### src/rtl/aes_gcm_frame_tx.sv
// Builds the AES-GCM core input frame (key, header, IV, AAD, data) from one command and a payload stream.
// Command accepted in cycle N presents KEY_HI in N+1; output register holds until out_ready, one word/cycle when drained.
module aes_gcm_frame_tx #(
    parameter int DW            = 128,
    parameter int MAX_AAD_BYTES = 8191
) (
    input  logic          clk,
    input  logic          rst,
    input  logic          cmd_valid,
    output logic          cmd_ready,
    input  logic [255:0]  cmd_key,
    input  logic [127:0]  cmd_iv,
    input  logic [7:0]    cmd_iv_bits,
    input  logic [12:0]   cmd_aad_bytes,
    input  logic [28:0]   cmd_data_bytes,
    output logic          cmd_err,
    input  logic          in_valid,
    output logic          in_ready,
    input  logic [DW-1:0] in_data,
    output logic          out_valid,
    input  logic          out_ready,
    output logic [DW-1:0] out_data,
    output logic          out_sof,
    output logic          out_last,
    output logic          busy
);

    typedef enum logic [2:0] {
        S_IDLE, S_KEY_HI, S_KEY_LO, S_HDR, S_IV, S_AAD, S_DATA
    } state_t;

    state_t        state, state_nxt;
    logic          out_valid_nxt, out_sof_nxt, out_last_nxt, cmd_err_nxt;
    logic [127:0]  out_data_nxt;
    logic [25:0]   cnt_q, cnt_nxt;
    logic          cap;
    logic          drain;

    // Per-frame fields captured at command accept
    logic [127:0]  key_lo_q, hdr_q, iv_q;
    logic [9:0]    aad_blks_q;
    logic [25:0]   data_blks_q;
    logic [3:0]    aad_rem_q, data_rem_q;

    logic [9:0]    cmd_aad_blks;
    logic [25:0]   cmd_data_blks;
    logic [127:0]  cmd_hdr, cmd_iv_mask;
    logic          cmd_bad;
    logic [3:0]    phase_rem;

    function automatic logic [127:0] keep_mask(input logic [3:0] rem);
        // Keep the top rem bytes; a zero remainder means the word is full.
        if (rem == 4'd0) keep_mask = {128{1'b1}};
        else             keep_mask = ~({128{1'b1}} >> {rem, 3'b000});
    endfunction

    assign cmd_aad_blks  = {1'b0, cmd_aad_bytes[12:4]} + 10'(|cmd_aad_bytes[3:0]);
    assign cmd_data_blks = {1'b0, cmd_data_bytes[28:4]} + 26'(|cmd_data_bytes[3:0]);

    assign cmd_hdr = {32'h0, {cmd_data_bytes, 3'b000}, {6'b0, cmd_aad_blks}, 16'h0001,
                      {cmd_aad_bytes, 3'b000}, {8'h00, cmd_iv_bits}};

    assign cmd_iv_mask = (cmd_iv_bits == 8'h80) ? {128{1'b1}} : ~({128{1'b1}} << cmd_iv_bits);

    assign cmd_bad = (cmd_iv_bits == 8'h00) || (cmd_iv_bits[2:0] != 3'b000) ||
                     (cmd_iv_bits > 8'h80) ||
                     (int'({19'd0, cmd_aad_bytes}) > MAX_AAD_BYTES);

    assign drain     = out_valid && out_ready;
    assign phase_rem = (state == S_DATA) ? data_rem_q : aad_rem_q;
    assign cmd_ready = (state == S_IDLE);
    assign busy      = (state != S_IDLE);

    always_comb begin
        state_nxt     = state;
        out_valid_nxt = out_valid;
        out_data_nxt  = out_data;
        out_sof_nxt   = out_sof;
        out_last_nxt  = out_last;
        cmd_err_nxt   = 1'b0;
        cnt_nxt       = cnt_q;
        cap           = 1'b0;
        in_ready      = 1'b0;

        case (state)
            S_IDLE: begin
                if (cmd_valid) begin
                    if (cmd_bad) begin
                        cmd_err_nxt = 1'b1;
                    end else begin
                        cap           = 1'b1;
                        out_valid_nxt = 1'b1;
                        out_data_nxt  = cmd_key[255:128];
                        out_sof_nxt   = 1'b1;
                        out_last_nxt  = 1'b0;
                        state_nxt     = S_KEY_HI;
                    end
                end
            end
            S_KEY_HI: begin
                if (drain) begin
                    out_data_nxt = key_lo_q;
                    out_sof_nxt  = 1'b0;
                    state_nxt    = S_KEY_LO;
                end
            end
            S_KEY_LO: begin
                if (drain) begin
                    out_data_nxt = hdr_q;
                    state_nxt    = S_HDR;
                end
            end
            S_HDR: begin
                if (drain) begin
                    out_data_nxt = iv_q;
                    out_last_nxt = (aad_blks_q == 10'd0) && (data_blks_q == 26'd0);
                    state_nxt    = S_IV;
                end
            end
            S_IV: begin
                if (drain) begin
                    out_valid_nxt = 1'b0;
                    out_last_nxt  = 1'b0;
                    if (aad_blks_q != 10'd0) begin
                        cnt_nxt   = {16'd0, aad_blks_q};
                        state_nxt = S_AAD;
                    end else if (data_blks_q != 26'd0) begin
                        cnt_nxt   = data_blks_q;
                        state_nxt = S_DATA;
                    end else begin
                        state_nxt = S_IDLE;
                    end
                end
            end
            S_AAD, S_DATA: begin
                in_ready = (cnt_q != 26'd0) && (!out_valid || out_ready);
                if (in_valid && in_ready) begin
                    out_valid_nxt = 1'b1;
                    out_data_nxt  = in_data & ((cnt_q == 26'd1) ? keep_mask(phase_rem) : {128{1'b1}});
                    out_last_nxt  = (cnt_q == 26'd1) && ((state == S_DATA) || (data_blks_q == 26'd0));
                    cnt_nxt       = cnt_q - 26'd1;
                end else if (drain) begin
                    out_valid_nxt = 1'b0;
                    out_last_nxt  = 1'b0;
                    // Counter at zero means the phase's final word just left
                    if (cnt_q == 26'd0) begin
                        if ((state == S_AAD) && (data_blks_q != 26'd0)) begin
                            cnt_nxt   = data_blks_q;
                            state_nxt = S_DATA;
                        end else begin
                            state_nxt = S_IDLE;
                        end
                    end
                end
            end
            default: state_nxt = S_IDLE;
        endcase
    end

    always_ff @(posedge clk) begin
        if (rst) begin
            state     <= S_IDLE;
            out_valid <= 1'b0;
            out_data  <= '0;
            out_sof   <= 1'b0;
            out_last  <= 1'b0;
            cmd_err   <= 1'b0;
            cnt_q     <= '0;
        end else begin
            state     <= state_nxt;
            out_valid <= out_valid_nxt;
            out_data  <= out_data_nxt;
            out_sof   <= out_sof_nxt;
            out_last  <= out_last_nxt;
            cmd_err   <= cmd_err_nxt;
            cnt_q     <= cnt_nxt;
        end
    end

    always_ff @(posedge clk) begin
        if (cap) begin
            key_lo_q    <= cmd_key[127:0];
            hdr_q       <= cmd_hdr;
            iv_q        <= cmd_iv & cmd_iv_mask;
            aad_blks_q  <= cmd_aad_blks;
            data_blks_q <= cmd_data_blks;
            aad_rem_q   <= cmd_aad_bytes[3:0];
            data_rem_q  <= cmd_data_bytes[3:0];
        end
    end

endmodule

### config.mk
export PLATFORM = sky130hd
export DESIGN_NAME = aes_gcm_frame_tx
export DESIGN_NICKNAME = d
export VERILOG_FILES = /design/src/rtl/aes_gcm_frame_tx.sv
export SDC_FILE = /design/constraint.sdc
export NUM_CORES = 1
export LEC_CHECK = 0
export CAP_MARGIN = 40
export CORE_AREA = 2 2 276 278
export CTS_BUF_LIST = sky130_fd_sc_hd__clkbuf_16
export DETAILED_ROUTE_END_ITERATION = 8
export DIE_AREA = 0 0 278 280
export GPL_TIMING_DRIVEN = 1
export SKIP_LAST_GASP = 1
export SLEW_MARGIN = 20
export SYNTH_ARGS = -nofsm -noshare
export SYNTH_HDL_FRONTEND = slang
export SYNTH_SLANG_ARGS = --single-unit
### constraint.sdc
create_clock -name clk -period 23.5 [get_ports clk]
set_input_delay 5.875 -clock clk [delete_from_list [all_inputs] [get_ports clk]]
set_output_delay 5.875 -clock clk [all_outputs]
set_load 0.005 [all_outputs]
==> results of run 1 <==
area by class of cell:
cell class	count	area, um^2
fill	7008	41000
clock buffer	57	1430
inverter	37	150
multi-input combinational	1626	9760
clock inverter	51	357
tap	978	1220
sequential	503	13500
antenna	19	47.5
timing repair buffer	769	7720
worst max-delay path, cell delays in order:
cell and delay [ns]:
clkdlybuf4s50_1 0.52, nand2b_1 0.25, and2_1 0.20, clkdlybuf4s50_1 0.51
flip-flops by register name, summed over array words and instances, names as in the netlist:
name         cells
aad_blks_q       9
aad_rem_q        3
cmd_err          1
cnt_q           26
data_blks_q     26
data_rem_q       3
hdr_q           45
iv_q           128
key_lo_q       128
out_data       128
out_last         1
out_sof          1
out_valid        1
state            3
worst paths after layout:
path                                                start                         end  slack, ns  cells after the start
worst min register to register  out_data[22]$_SDFFE_PP0P_   out_data[22]$_SDFFE_PP0P_       0.46                      1
worst min-delay path            out_data[22]$_SDFFE_PP0P_   out_data[22]$_SDFFE_PP0P_       0.46                      1
worst max-delay path                            out_ready                    in_ready      10.27                      4
worst max register to register      state[0]$_SDFFE_PP0P_  out_data[113]$_SDFFE_PP0P_      18.90                      9
where the power goes:
group | switching [mW] | internal, mW
Clock | 0.387 | 0.484
Combinational | 0.0928 | 0.117
Sequential | 0.00626 | 0.958
cell usage in the layout, fill, tap and decap left out, drive strengths merged, types with 11 or more instances in the layout:
cell	netlist	layout
a21boi	15	15
o2bb2ai	31	31
nor4	22	22
diode	0	19
mux2i	45	45
inv	37	52
nand3	61	61
a221oi	33	33
a22o	39	39
nand2	212	212
a21oi	230	230
xnor2	24	24
nor2b	12	12
a21o	19	19
and2	26	26
nand4	17	17
o31ai	37	37
clkdlybuf4s50	0	698
a222oi	15	15
o21a	14	14
a211oi	35	35
o22ai	16	16
a41oi	12	12
nor2	192	192
edfxtp	342	342
nor3	34	34
a22oi	48	48
buf	51	69
or2	11	11
clkbuf	141	59
clkinv	0	28
dfxtp	161	161
a31oi	41	41
xor2	14	14
o21ai	250	250
and3	22	22
per-layer routing:
metal | GRT usage, % | vias to the layer above | wire, um
li1 | - | 10278 | -
met1 | 36.0 | 11376 | 46400
met2 | 46.8 | 1185 | 55100
met3 | 6.69 | 199 | 9640
met4 | 9.44 | 22 | 3490
met5 | 0 | - | 147
Yosys cell counts, drive strengths merged (19+ instances only):
master / count / share of area [%]
a221oi: 33 / 1.2
o31ai: 37 / 1.2
and3: 22 / 0.57
o2bb2ai: 31 / 1.1
a21o: 19 / 0.60
a31oi: 41 / 1.1
nor4: 22 / 0.78
mux2i: 45 / 1.9
clkbuf: 141 / 2.2
nor2: 192 / 3.0
edfxtp: 342 / 43
o21ai: 250 / 5.2
nand2: 212 / 3.3
a211oi: 35 / 1.1
and2: 26 / 0.68
buf: 51 / 1.1
a22oi: 48 / 1.5
inv: 37 / 0.58
a21oi: 230 / 4.8
dfxtp: 161 / 13
xnor2: 24 / 0.87
nand3: 61 / 1.3
a22o: 39 / 1.4
nor3: 34 / 0.75
logic make-up (layout without fill, tap and decap cells):
family	Yosys count	in the layout	synth area share [%]
XOR/XNOR	38	38	1.38
adder cells (fa/ha/maj)	7	7	0.364
buffers and inverters	229	914	3.84
flip-flops	503	503	56.0
other	0	19	0
AND/OR/NAND/NOR	639	639	12.3
AO/OA/AOI/OAI	894	894	24.0
multiplexers	48	48	2.03
==> impl_metrics.json, run 1 <==
{
  "worstMarginPinSlew_ns": 0.917,
  "cts.sinks": 503,
  "synthCells": 2358,
  "stdcell_count": 4040,
  "htreeDepth": 2,
  "cts-root-buf": "clkbuf_16",
  "start_util_pct": 32.0,
  "clk_latency_ns": 0.63,
  "finalCritPeriodShare_pct": 56.3,
  "antenna_found_initial": 30,
  "routedWlPerCell_um": 28.4,
  "place_congestion": 0.924,
  "syn_area_um2": 24100,
  "nets": 3568,
  "run_status": "finished, final reports clean",
  "pre_cts_slack_ns": 10.28,
  "hold_violations": 0,
  "syn_nets": 2932,
  "ctsHoldBuffers": 0,
  "finalClockSkew_ns": 0.0319,
  "setup_slack_ns": 10.27,
  "max_freq_mhz": 75.6,
  "synth_warnings": 0,
  "die_w_um": 278,
  "synth_cell_type_count": 76,
  "critPathArrivalTime_ns": 7.36,
  "core_region_area_um2": 75200,
  "placed_cell_area_um2": 32200,
  "hold_path_class": "register to register",
  "rsz0062_at_grt": "false",
  "synth_edf_count": 342,
  "ant_nets": 0,
  "async_flop_share_pct": 0,
  "min_period_ns": 13.23,
  "post_cts_resized": 0,
  "dr.first_iter.drc_count": 2329,
  "cts_tree": "done",
  "design_area_um2": 34200,
  "p_leak_nw": 11.8,
  "wl_mm": 115,
  "maxSlewHeadroom_pct": 38.9,
  "grt_overflow": 0,
  "grt_pass1_wl_mm": 160,
  "setup_tns_ns": 0,
  "drive_above_1_share_pct": 6.64,
  "vias": 23060,
  "die_area_um2": 77800,
  "power.density_nw_per_um2": 59.8,
  "drt-pass1-iter-count": 5,
  "pin_count": 702,
  "final_core_util_pct": 45.5,
  "syn2layout_area_growth_pct": 42.0,
  "grt_max_degree": 155,
  "critPathLaunchType": "input pin",
  "hold_ws_ns": 0.462,
  "rows": 101,
  "p_total_mw": 2.05,
  "required_ns": 17.62,
  "numCtsBuffers": 57,
  "place.port_buffers": 701,
  "grt_use_total_pct": 28.2,
  "syn_avg_cell_area_um2": 10.2,
  "placed_cells": 3904,
  "ir_drop_v": 0.0000591,
  "path_clk_slew_ns": 0.06,
  "vias_per_cell": 5.71,
  "max-cap-violations": 0,
  "ys_seq_area_share_pct": 56.0,
  "synthFlopType": "edfxtp_1",
  "grt_pass1_vias": 22526,
  "fp.dieH_um": 280,
  "setup_viol": 0,
  "ys_ff_latch": 503,
  "clockBufferDepth": 3,
  "dpl.hpwl_mm": 84.9,
  "slew_violations": 0,
  "drc": 0,
  "end_kind": "primary output",
  "critPathMaxFanout": 5,
  "cts_setup_buffers": 0,
  "path_class": "input pin to primary output"
}
(Power assumes the default switching activity.)
==> run 2, diff against run 1 <==
- CORE_AREA: 2 2 276 278 -> 2 2 271 273
- DIE_AREA: 0 0 278 280 -> 0 0 273 275
- clock period: 23.5 -> 12.5 ns (I/O delays scaled with it)
==> run 2 against run 1 <==
- count of clock-buffer cells in the layout is the same
- combinational power grew 88%
- sequential share of layout area is essentially flat
- largest power group unchanged
- core utilization grew 1.8 points
- worst setup slack lost 5.5 ns
- non-clock buffer count shrank 6
- via count shrank 0.23%
- clock power grew 99%
==> impl_metrics.json, run 2 (synthesis results as in run 1) <==
{
  "maxSlewHeadroom_pct": 24.8,
  "critPathArrivalTime_ns": 4.58,
  "slew_violations": 0,
  "setup_viol": 0,
  "pwr-share-seq_pct": 46.0,
  "p_sw_share_pct": 23.4,
  "post_cts_resized": 0,
  "layout_commonest_cell": "clkdlybuf4s50_1",
  "mostFrequentLayoutCells": "698 x clkdlybuf4s50_1, 342 x edfxtp_1, 226 x a21oi_1, 212 x o21ai_0, 211 x nand2_1",
  "path_cells": "clkdlybuf4s50_1 -> nand2b_1 -> and2_1 -> clkdlybuf4s50_1",
  "top_regs": "iv_q (128), key_lo_q (128), out_data (128)",
  "pin_count": 702,
  "grt_pass1_vias": 22356,
  "grt_pass1_wl_mm": 159,
  "power_frac_clock_pct": 44.0,
  "comb_power_share_pct": 10.0,
  "drt-pass1-iter-count": 6,
  "cts-root-buf": "clkbuf_16",
  "max_freq_mhz": 130,
  "cts_tree": "done",
  "fp.dieH_um": 275,
  "path_class": "input pin to primary output",
  "p_int_mw": 3.02,
  "design_area_um2": 34200,
  "antenna_found_initial": 28,
  "run_status": "finished, final reports clean",
  "power.density_nw_per_um2": 115,
  "start_util_pct": 33.3,
  "setup_tns_ns": 0,
  "worstMarginPinSlew_ns": 1.13,
  "p_total_mw": 3.94,
  "p_switching_mw": 0.921,
  "rsz0062_at_grt": "false",
  "numCtsBuffers": 57,
  "place.port_buffers": 701,
  "drive_above_1_share_pct": 6.75,
  "routedWlPerCell_um": 28.4,
  "cts_setup_buffers": 0,
  "final_core_util_pct": 47.3,
  "required_ns": 9.38,
  "cts.sinks": 503,
  "placed_cell_area_um2": 32100,
  "max-cap-violations": 0,
  "core_region_area_um2": 72300,
  "grt_overflow": 0,
  "vias_per_cell": 5.73,
  "ir_drop_v": 0.000106,
  "wl_mm": 114,
  "grt_use_total_pct": 29.1,
  "die_area_um2": 75100,
  "die_w_um": 273,
  "dr.first_iter.drc_count": 2643,
  "nets": 3562,
  "critPathSlowestCell": "clkdlybuf4s50_1",
  "min_period_ns": 7.71,
  "vias": 23006,
  "path_clk_slew_ns": 0.06,
  "p_leak_nw": 11.7,
  "dpl.hpwl_mm": 85.2,
  "critPathLaunchType": "input pin",
  "hold_path_class": "register to register",
  "drc": 0,
  "syn2layout_area_growth_pct": 42.1,
  "finalClockSkew_ns": 0.0219,
  "crit_top_cell": "clkdlybuf4s50_1",
  "finalCritPeriodShare_pct": 61.7,
  "clockBufferDepth": 3,
  "hold_ws_ns": 0.465,
  "end_kind": "primary output",
  "ant_nets": 0,
  "htreeDepth": 2,
  "critPathMaxFanout": 5,
  "clk_latency_ns": 0.63,
  "hold_violations": 0,
  "place_congestion": 0.899,
  "rows": 99,
  "grt_max_degree": 192,
  "ctsHoldBuffers": 0,
  "slowest_delay_ns": 0.51
}
[run 2: cell type report]
cell class                      instances  area, um^2
Tap cell                              959        1200
Antenna cell                           22        55.1
Inverter                               37         150
Multi-Input combinational cell       1626        9760
Fill cell                            6719       38100
Sequential cell                       503       13500
Clock buffer                           57        1430
Clock inverter                         51         479
Timing Repair Buffer                  763        7630
[run 2: layer usage]
layer  vias up  share of wire, %  GRT usage, %
met4        16               3.1          9.25
met3       182               8.2          6.40
met5         -             0.096             0
li1      10261                 -             -
met2      1180                48          48.6
met1     11367                40          37.5
[run 2: final timing paths]
path                             startpoint                   endpoint  slack (ns)  cells past startpoint
hold reg to reg   out_data[15]$_SDFFE_PP0P_  out_data[15]$_SDFFE_PP0P_        0.47                      1
hold / removal    out_data[15]$_SDFFE_PP0P_  out_data[15]$_SDFFE_PP0P_        0.47                      1
setup / recovery                  out_ready                   in_ready        4.79                      4
setup reg to reg      state[2]$_SDFFE_PP0P_  out_data[23]$_SDFFE_PP0P_        8.06                     10
[run 2: power by group through the flow]
stage	Clock [mW]	Sequential (mW)	Combinational, mW
global route	1.83	1.81	0.416
floorplan	0	1.85	0.111
CTS	1.76	1.81	0.388
finish	1.73	1.81	0.394
detailed placement	0	1.85	0.386
global placement	0	1.85	0.381
[run 2: per-stage QoR]
stage               cells  setup slack [ns]
global route         4014              4.75
finish               4018              4.79
CTS                  3988              4.81
global placement     3864              4.84
detailed placement   3880              4.82
floorplan            2358             0.846
[run 2: worst max-delay path: cells and delay by family]
| kind | cells | cell delay, ns |
|---|---|---|
| AND/OR/NAND/NOR | 2 | 0.42 |
| buffers and inverters | 2 | 1.02 |
==> run 3, diff against run 2 <==
- CORE_AREA: 2 2 271 273 -> 2 2 275 277
- DIE_AREA: 0 0 273 275 -> 0 0 277 279
- clock period: 12.5 -> 6.55 ns (I/O delays scaled with it)
==> run 3 against run 2 <==
- via count up 0.18%
- combinational power up 95%
- total power up 88%
- wire length up 1.8%
- clock power up 83%
- global-route usage down 0.26 points
- cell count up 0.62%
- sequential power up 91%
==> impl_metrics.json, run 3 (synthesis results as in run 1) <==
{
  "critPathBufInv": 1,
  "min_period_ns": 4.87,
  "path_cells": "xor2_1 -> nand2_1 -> a21oi_1 -> and2_1 -> clkdlybuf4s50_1",
  "cts_tree": "done",
  "grt_max_degree": 92,
  "cts.sinks": 503,
  "place_congestion": 0.910,
  "critPathLaunchType": "register",
  "run_status": "finished, final reports clean",
  "path_class": "register to primary output",
  "syn2layout_area_growth_pct": 42.3,
  "setup_tns_ns": 0,
  "slew_violations": 0,
  "path_delay_family": "flip-flops",
  "fp.dieH_um": 279,
  "start_util_pct": 32.5,
  "ctsHoldBuffers": 0,
  "grt_pass1_wl_mm": 163,
  "grt_overflow": 0,
  "die_w_um": 277,
  "p_leak_nw": 11.8,
  "place.port_buffers": 701,
  "rsz0062_at_grt": "false",
  "core_region_area_um2": 74100,
  "clk_latency_ns": 0.63,
  "antenna_found_initial": 35,
  "grt_pass1_vias": 22849,
  "die_area_um2": 77300,
  "r2r-start": "state[1]$_SDFFE_PP0P_",
  "cts_setup_buffers": 0,
  "htreeDepth": 2,
  "slowest_delay_ns": 0.86,
  "ant_nets": 0,
  "end_kind": "primary output",
  "setup_viol": 0,
  "top_regs": "iv_q (128), key_lo_q (128), out_data (128)",
  "critPathMaxFanout": 67,
  "final_core_util_pct": 46.3,
  "mostFrequentLayoutCells": "699 x clkdlybuf4s50_1, 342 x edfxtp_1, 227 x a21oi_1, 212 x o21ai_0, 210 x nand2_1",
  "max_freq_mhz": 206,
  "grt_use_total_pct": 28.8,
  "routedWlPerCell_um": 28.8,
  "post_cts_resized": 0,
  "pre_cts_slack_ns": 1.15,
  "clockBufferDepth": 3,
  "dr.first_iter.drc_count": 2242,
  "finalCritPeriodShare_pct": 74.3,
  "hold_depth": 1,
  "critPathArrivalTime_ns": 3.23,
  "maxSlewHeadroom_pct": 40.3,
  "vias": 23048,
  "reg2reg_to": "out_data[54]$_SDFFE_PP0P_",
  "hold_violations": 0,
  "max-cap-violations": 0,
  "power.density_nw_per_um2": 216,
  "pin_count": 702,
  "nets": 3571,
  "ir_drop_v": 0.000209,
  "setup_slack_ns": 1.68,
  "r2r_slack_ns": 2.86,
  "holdPathEnd": "out_data[38]$_SDFFE_PP0P_",
  "worstMarginPinSlew_ns": 0.896,
  "cts-root-buf": "clkbuf_16",
  "drive_above_1_share_pct": 6.99,
  "critPathSlowestCell": "dfxtp_4",
  "finalClockSkew_ns": 0.0286,
  "p_total_mw": 7.39,
  "min_from": "out_data[38]$_SDFFE_PP0P_",
  "wl_mm": 116,
  "vias_per_cell": 5.70,
  "reg2reg_depth": 9,
  "required_ns": 4.91,
  "dpl.hpwl_mm": 87.1,
  "drc": 0,
  "numCtsBuffers": 60,
  "layout_commonest_cell": "clkdlybuf4s50_1",
  "path_clk_slew_ns": 0.06,
  "hold_path_class": "register to register",
  "drt-pass1-iter-count": 8,
  "rows": 100
}
[run 3: cell count changes in the layout (fill, tap and decap cells not counted), sizes merged]
cell | before | now
clkbuf | 57 | 64
clkinv | 28 | 33
bufinv | 8 | 1
buf | 65 | 68
diode | 22 | 25
clkdlybuf4s50 | 698 | 699
inv | 48 | 51
[run 3: worst max path at each step]
stage	start	endpoint	slack, ns	cells after the start
6_report	state[0]$_SDFFE_PP0P_	in_ready	1.68	5
4_1_cts	state[0]$_SDFFE_PP0P_	in_ready	1.71	5
2_1_floorplan	cmd_iv_bits[4]	aad_blks_q[0]$_DFFE_PP_	-1.50	6
3_3_place_gp	cmd_iv_bits[0]	out_data[47]$_SDFFE_PP0P_	1.25	8
5_1_grt	state[0]$_SDFFE_PP0P_	in_ready	1.56	5
3_5_place_dp	cmd_iv_bits[0]	out_data[26]$_SDFFE_PP0P_	1.15	9
[run 3: area by class of cell]
class                      count  area, um^2
antenna                       25        62.6
fill                        7020       39800
inverter                      37         146
multi-input combinational   1626        9790
sequential                   503       13500
timing repair buffer         769        7720
clock buffer                  62        1550
clock inverter                52         279
tap                          969        1210
[run 3: power breakdown]
group          leakage (nW)  internal, mW  switching [mW]
Sequential             4.39          3.44          0.0234
Clock                 0.954          1.75            1.41
Combinational          6.44         0.424           0.344
Total                  11.8          5.61            1.78
[run 3: stage by stage]
stage	instance area [um^2]	hold slack [ns]	instances
6_report	34300	0.469	4043
2_1_floorplan	24100	0.452	2358
3_3_place_gp	32000	0.446	3881
3_5_place_dp	32300	0.446	3900
4_1_cts	34100	0.467	4014
5_1_grt	34300	0.482	4040
[run 3: per-layer routing]
layer | GRT usage (%) | part of all wire [%]
met5 | 0 | 0.12
met4 | 10.3 | 3.3
met3 | 6.51 | 8.4
met2 | 48.2 | 48
met1 | 36.6 | 40
